$ cat config.mk
export PLATFORM = sky130hd
export DESIGN_NAME = sdr_wr_burst_feeder_flat
export DESIGN_NICKNAME = d
export VERILOG_FILES = /design/src/rtl/sdr_wr_burst_feeder_pkg.sv /design/src/rtl/sdr_wr_burst_feeder_if.sv /design/src/rtl/sdr_wr_burst_feeder.sv /design/src/flat_wrapper.sv
export SDC_FILE = /design/constraint.sdc
export NUM_CORES = 1
export LEC_CHECK = 0
export ABC_CLOCK_PERIOD_IN_PS = 2250
export BUFFER_PORTS_ARGS = -buffer_cell sky130_fd_sc_hd__buf_2
export CAP_MARGIN = 15
export CELL_PAD_IN_SITES_DETAIL_PLACEMENT = 1
export CELL_PAD_IN_SITES_GLOBAL_PLACEMENT = 2
export CORE_UTILIZATION = 27
export DETAILED_ROUTE_END_ITERATION = 16
export HOLD_SLACK_MARGIN = 0.06
export PLACE_DENSITY = 0.8
export RECOVER_POWER = 100
export SLEW_MARGIN = 20
export SYNTH_ARGS = -nofsm -noshare
export SYNTH_HDL_FRONTEND = slang
export SYNTH_SLANG_ARGS = --single-unit
$ cat constraint.sdc
create_clock -name CLK -period 2.25 [get_ports CLK]
set_input_delay 0.1125 -clock CLK [delete_from_list [all_inputs] [get_ports CLK]]
set_output_delay 0.1125 -clock CLK [all_outputs]
set_load 0.02 [all_outputs]
$ cat src/rtl/sdr_wr_burst_feeder_pkg.sv
// Shared SDRAM parameters for the write data path: data/mask widths, the
// burst-length field used by both the command path and the write feeder,
// and the feeder state encoding.
package sdr_wr_burst_feeder_pkg;

  localparam int DSIZE = 32;
  localparam int DM_W  = DSIZE / 8;
  localparam int BL_W  = 8;

  typedef enum logic {
    ST_IDLE  = 1'b0,
    ST_BURST = 1'b1
  } wr_state_e;

  // Number of beats a WR_LEN value (beats minus one) produces.
  function automatic logic [BL_W:0] burst_beats(input logic [BL_W-1:0] len);
    return {1'b0, len} + 1'b1;
  endfunction

endpackage

$ cat src/rtl/sdr_wr_burst_feeder_if.sv
// Signal bundle between the command path / write FIFO and the write feeder.
//
// Handshakes:
//   - WR_START is a one-cycle request; it is only accepted while WR_BUSY is
//     low and WR_ABORT is low. WR_LEN is sampled in the same cycle.
//   - FIFO_RDREQ high at a rising clock edge consumes the word currently on
//     FIFO_Q (show-ahead FIFO). It is never asserted while FIFO_EMPTY is high.
//   - WR_DONE is a one-cycle completion pulse; an aborted burst has none.
interface sdr_wr_burst_feeder_if;
  import sdr_wr_burst_feeder_pkg::*;

  logic            WR_START;
  logic [BL_W-1:0] WR_LEN;
  logic            WR_ABORT;
  logic [DSIZE-1:0] FIFO_Q;
  logic            FIFO_EMPTY;
  logic            FIFO_RDREQ;
  logic [DSIZE-1:0] DATAIN;
  logic [DM_W-1:0] DM;
  logic            WR_BUSY;
  logic            WR_DONE;
  logic            UNDERRUN;

  // Command path / FIFO side.
  modport master (
    output WR_START, WR_LEN, WR_ABORT, FIFO_Q, FIFO_EMPTY,
    input  FIFO_RDREQ, DATAIN, DM, WR_BUSY, WR_DONE, UNDERRUN
  );

  // Write feeder side.
  modport slave (
    input  WR_START, WR_LEN, WR_ABORT, FIFO_Q, FIFO_EMPTY,
    output FIFO_RDREQ, DATAIN, DM, WR_BUSY, WR_DONE, UNDERRUN
  );

endinterface

$ cat src/rtl/sdr_wr_burst_feeder.sv
// Write-burst data sequencer. Pops one word per clock from a show-ahead FIFO
// for the requested burst length and registers data/masks toward the SDRAM
// data path. An empty FIFO yields a masked beat (a burst cannot stall);
// WR_ABORT ends the burst immediately without a completion pulse.
module sdr_wr_burst_feeder
  import sdr_wr_burst_feeder_pkg::*;
(
  input  logic                   CLK,
  input  logic                   RESET_N,
  sdr_wr_burst_feeder_if.slave   bus,
  output wr_state_e              STATE_DBG
);

  wr_state_e        state;
  logic [BL_W-1:0]  cnt;
  logic [DSIZE-1:0] datain_q;
  logic [DM_W-1:0]  dm_q;
  logic             wr_done_q;
  logic             underrun_q;

  // Pop whenever a beat is issued with data available; abort suppresses it.
  always_comb begin
    bus.FIFO_RDREQ = (state == ST_BURST) && !bus.FIFO_EMPTY && !bus.WR_ABORT;
  end

  // Burst FSM with counter and registered data/mask outputs.
  always_ff @(posedge CLK or negedge RESET_N) begin
    if (!RESET_N) begin
      state      <= ST_IDLE;
      cnt        <= '0;
      datain_q   <= '0;
      dm_q       <= '1;
      wr_done_q  <= 1'b0;
      underrun_q <= 1'b0;
    end else begin
      // Default beat is fully masked; only a real pop unmasks it.
      datain_q  <= '0;
      dm_q      <= '1;
      wr_done_q <= 1'b0;
      case (state)
        ST_IDLE: begin
          if (bus.WR_START && !bus.WR_ABORT) begin
            cnt        <= bus.WR_LEN;
            underrun_q <= 1'b0;
            state      <= ST_BURST;
          end
        end
        ST_BURST: begin
          if (bus.WR_ABORT) begin
            state <= ST_IDLE;
          end else begin
            if (!bus.FIFO_EMPTY) begin
              datain_q <= bus.FIFO_Q;
              dm_q     <= '0;
            end else begin
              underrun_q <= 1'b1;
            end
            // cnt holds remaining beats minus one, so 0 marks the last beat.
            if (cnt == '0) begin
              state     <= ST_IDLE;
              wr_done_q <= 1'b1;
            end else begin
              cnt <= cnt - 1'b1;
            end
          end
        end
        default: state <= ST_IDLE;
      endcase
    end
  end

  assign bus.DATAIN   = datain_q;
  assign bus.DM       = dm_q;
  assign bus.WR_DONE  = wr_done_q;
  assign bus.UNDERRUN = underrun_q;
  assign bus.WR_BUSY  = (state == ST_BURST);
  assign STATE_DBG    = state;

endmodule

$ cat src/flat_wrapper.sv
// flat-port wrapper written by rule: the top's interface ports become plain ports
module sdr_wr_burst_feeder_flat import sdr_wr_burst_feeder_pkg::*;
  (CLK, RESET_N, STATE_DBG, bus_WR_START, bus_WR_LEN, bus_WR_ABORT, bus_FIFO_Q, bus_FIFO_EMPTY, bus_FIFO_RDREQ, bus_DATAIN, bus_DM, bus_WR_BUSY, bus_WR_DONE, bus_UNDERRUN);
  sdr_wr_burst_feeder_if bus_i ();
  input  logic CLK;
  input  logic RESET_N;
  output wr_state_e STATE_DBG;
  input wire logic [$bits(bus_i.WR_START)-1:0] bus_WR_START;
  input wire logic [$bits(bus_i.WR_LEN)-1:0] bus_WR_LEN;
  input wire logic [$bits(bus_i.WR_ABORT)-1:0] bus_WR_ABORT;
  input wire logic [$bits(bus_i.FIFO_Q)-1:0] bus_FIFO_Q;
  input wire logic [$bits(bus_i.FIFO_EMPTY)-1:0] bus_FIFO_EMPTY;
  output wire logic [$bits(bus_i.FIFO_RDREQ)-1:0] bus_FIFO_RDREQ;
  output wire logic [$bits(bus_i.DATAIN)-1:0] bus_DATAIN;
  output wire logic [$bits(bus_i.DM)-1:0] bus_DM;
  output wire logic [$bits(bus_i.WR_BUSY)-1:0] bus_WR_BUSY;
  output wire logic [$bits(bus_i.WR_DONE)-1:0] bus_WR_DONE;
  output wire logic [$bits(bus_i.UNDERRUN)-1:0] bus_UNDERRUN;
  assign bus_i.WR_START = bus_WR_START;
  assign bus_i.WR_LEN = bus_WR_LEN;
  assign bus_i.WR_ABORT = bus_WR_ABORT;
  assign bus_i.FIFO_Q = bus_FIFO_Q;
  assign bus_i.FIFO_EMPTY = bus_FIFO_EMPTY;
  assign bus_FIFO_RDREQ = bus_i.FIFO_RDREQ;
  assign bus_DATAIN = bus_i.DATAIN;
  assign bus_DM = bus_i.DM;
  assign bus_WR_BUSY = bus_i.WR_BUSY;
  assign bus_WR_DONE = bus_i.WR_DONE;
  assign bus_UNDERRUN = bus_i.UNDERRUN;
  sdr_wr_burst_feeder u_core (.CLK(CLK), .RESET_N(RESET_N), .bus(bus_i), .STATE_DBG(STATE_DBG));
endmodule
==> out/qor.txt <==
post-route ant nets: 0
Max Freq: 516.8 MHz
Total Routed Length: 4731 um
sequential-to-total area share from yosys stat: 63.79%
die area: 6723 um2
fin crit share: 86.00%
Max Root-Sink Buffers: 2
slew margin rel.: 25.38%
Cell Pwr Density: 682.7 nW/um2
Post-Synth Adder-Cell Area: 1.448%
CTS resizes: 0
IO buf count: 85
Placement Rows: 28
Synth Cell Area: 1728 um2
synthesis-to-finish area growth: 53.29%
yosys warns: 0
CTS HTree Levels: 2
ys flop type: dfrtp_1
leakage: 1.246 nW
RSZ-0062 raised after global routing: false
setup TNS: 0 ns
critical path class: register to output port
Worst-Margin Slew: 1.119 ns
drt wl/cell: 13.67 um
minimum clock period: 1.935 ns
CTS tree: done
total number of vias: 1,527
Chip Height: 82.00 um
number of flops mapped to enable cells by yosys: 0
CTS Buf Count: 5
WHS Path Cells: 3
TritonCTS Sinks: 44
final net count: 317
largest net degree at the start of global routing: 29
CP startpoint: u_core.STATE_DBG
CTS root buffer: clkbuf_8
crit-path max FO: 10
beginning of the worst hold path: bus_WR_LEN[2]
CORE AREA: 6061 um2
GP Congestion: 0.7770
post-synth cell types: 30
Mapped Cells: 146
Clk pin slew, worst setup/hold paths: 0.08 ns
die width: 82.00 um
Global Route met2 Usage: 28.26%
Final Hold Viols: 0
CP Capture Type: output port
worst min-delay path class: input port to register
critical path data required time: 2.14 ns
met1 Use GR: 16.99%
GRT busiest layer: met2
DP HPWL: 3154 um
DR DRC count: 0
initial antenna violation count: 0
Pre-Repair DR Iteration Count: 3
reg2reg start: u_core.cnt[0]
crit path launch type: register
global routing usage on met3: 4.222%
hold-fix buffers at CTS: 35
post-synthesis compound-gate area fraction: 9.413%
Overall Global Routing Usage: 15.25%
status: finished clean
commonest non-fill, non-tap cells in the layout: clkbuf_1, buf_2, dfrtp_1
gr ovfl total: 0
share of cells above drive strength 1: 21.77%
worst-case hold slack: 0.06502 ns
post-synth net total: 193
worst r2r path cells: 6
Worst Path Arrival: 1.82 ns
Final Max Tran Viols: 0
Register-to-Register Setup Slack: 0.35 ns
Max rail drop VDD: 0.2955 mV
Final Skew: 0.004230 ns
1st-iter DRT viols: 27
first-pass GRT wire length: 7672 um
Initial Util: 28.51%
number of global-route vias before repair: 1,640
Avg Cell Area, Syn: 11.83 um2
ANT cells: 0
max_cap viols: 0
Post-CTS Setup Bufs: 0
Synth Area in XOR/XNOR: 0%
#FFs+latches synth: 44
Synth Area in Simple Gates: 19.91%
mux contribution to synthesized area: 1.738%
Boundary Pins: 86
vias per inst: 4.413
Async S/R FF share, synth: 100.0%
setup violators final: 0
main combinational cell family by area after synthesis: simple AND/OR/NAND/NOR gates
clk_lat worst skew: 0.29 ns
Yosys cell counts (2+ instances only):
master / instances / share of area (%)
ha_1: 2 / 1.4
nand2_1: 7 / 1.5
buf_4: 4 / 1.7
nor2_1: 11 / 2.4
o21ai_0: 5 / 1.4
dfrtp_1: 43 / 62
and2_1: 32 / 12
nor3_1: 3 / 0.87
a22oi_1: 3 / 1.3
mux2i_1: 3 / 1.7
a32oi_1: 2 / 1.0
inv_1: 5 / 1.1
clkbuf_1: 4 / 0.87
a21oi_1: 6 / 1.7
logic make-up (layout without fill, tap and decap cells):
logic type,count (synthesis),count (layout)
AND/OR/NAND/NOR,60,60
flip-flops,44,44
AO/OA/AOI/OAI,24,24
buffers and inverters,13,138
multiplexers,3,3
adder cells (fa/ha/maj),2,2
state kept, by name, indices dropped and copies added, names as in the netlist:
name and count:
u_core.STATE_DBG 1, u_core.bus.DATAIN 32, u_core.bus.DM 1, u_core.bus.UNDERRUN 1, u_core.bus.WR_DONE 1, u_core.cnt 8
worst max-delay path, cell delays in order (launching register included):
cell and delay [ns]:
dfrtp_1 0.48, clkbuf_1 0.40, nand2_1 0.15, nor2_2 0.24, clkbuf_1 0.26
layer usage:
metal / vias up / wire length (um) / part of all wire, %
met5: - / 0 / 0
met4: 0 / 48 / 1.0
met3: 4 / 267 / 5.6
met2: 54 / 2573 / 54
met1: 739 / 1842 / 39
li1: 730 / - / -
report_power, final:
part | internal (mW) | leakage [nW] | switching [mW]
combinational | 0.142 | 0.601 | 0.141
sequential | 0.839 | 0.584 | 0.0538
clock | 0.363 | 0.0614 | 0.269
final timing paths:
| path | endpoint |
|---|---|
| worst max register to register | u_core.cnt[5] |
| max in group asynchronous | u_core.bus.DATAIN[21] |
| worst min-delay path | u_core.cnt[2] |
| worst max-delay path | bus_FIFO_RDREQ |
| worst min register to register | u_core.cnt[6] |
| min in group asynchronous | u_core.cnt[4] |
through the flow:
stage / total power, mW / std cells / setup slack, ns / utilization, % / area (um2)
final: 1.808 / 346 / 0.3150 / 43.70 / 2649
after detailed placement: 1.158 / 303 / 0.3936 / 36.99 / 2242
after floorplan: 1.040 / 146 / 0.6225 / - / 1728
after CTS: 1.848 / 346 / 0.3483 / 44.78 / 2714
after global placement: 1.152 / 303 / 0.4741 / 36.99 / 2242
after global routing: 1.911 / 346 / 0.1313 / 43.70 / 2649
final cells by class:
class,instances,area (um2)
repair buffers,125,754.5
well taps,75,93.84
inverters,5,18.77
fillers,715,3412
flip-flops and latches,44,1102
clock inverters,2,38.79
clock buffers,6,82.58
multi-input cells,89,558.0
Note: power is estimated with default switching activity, not from simulation.
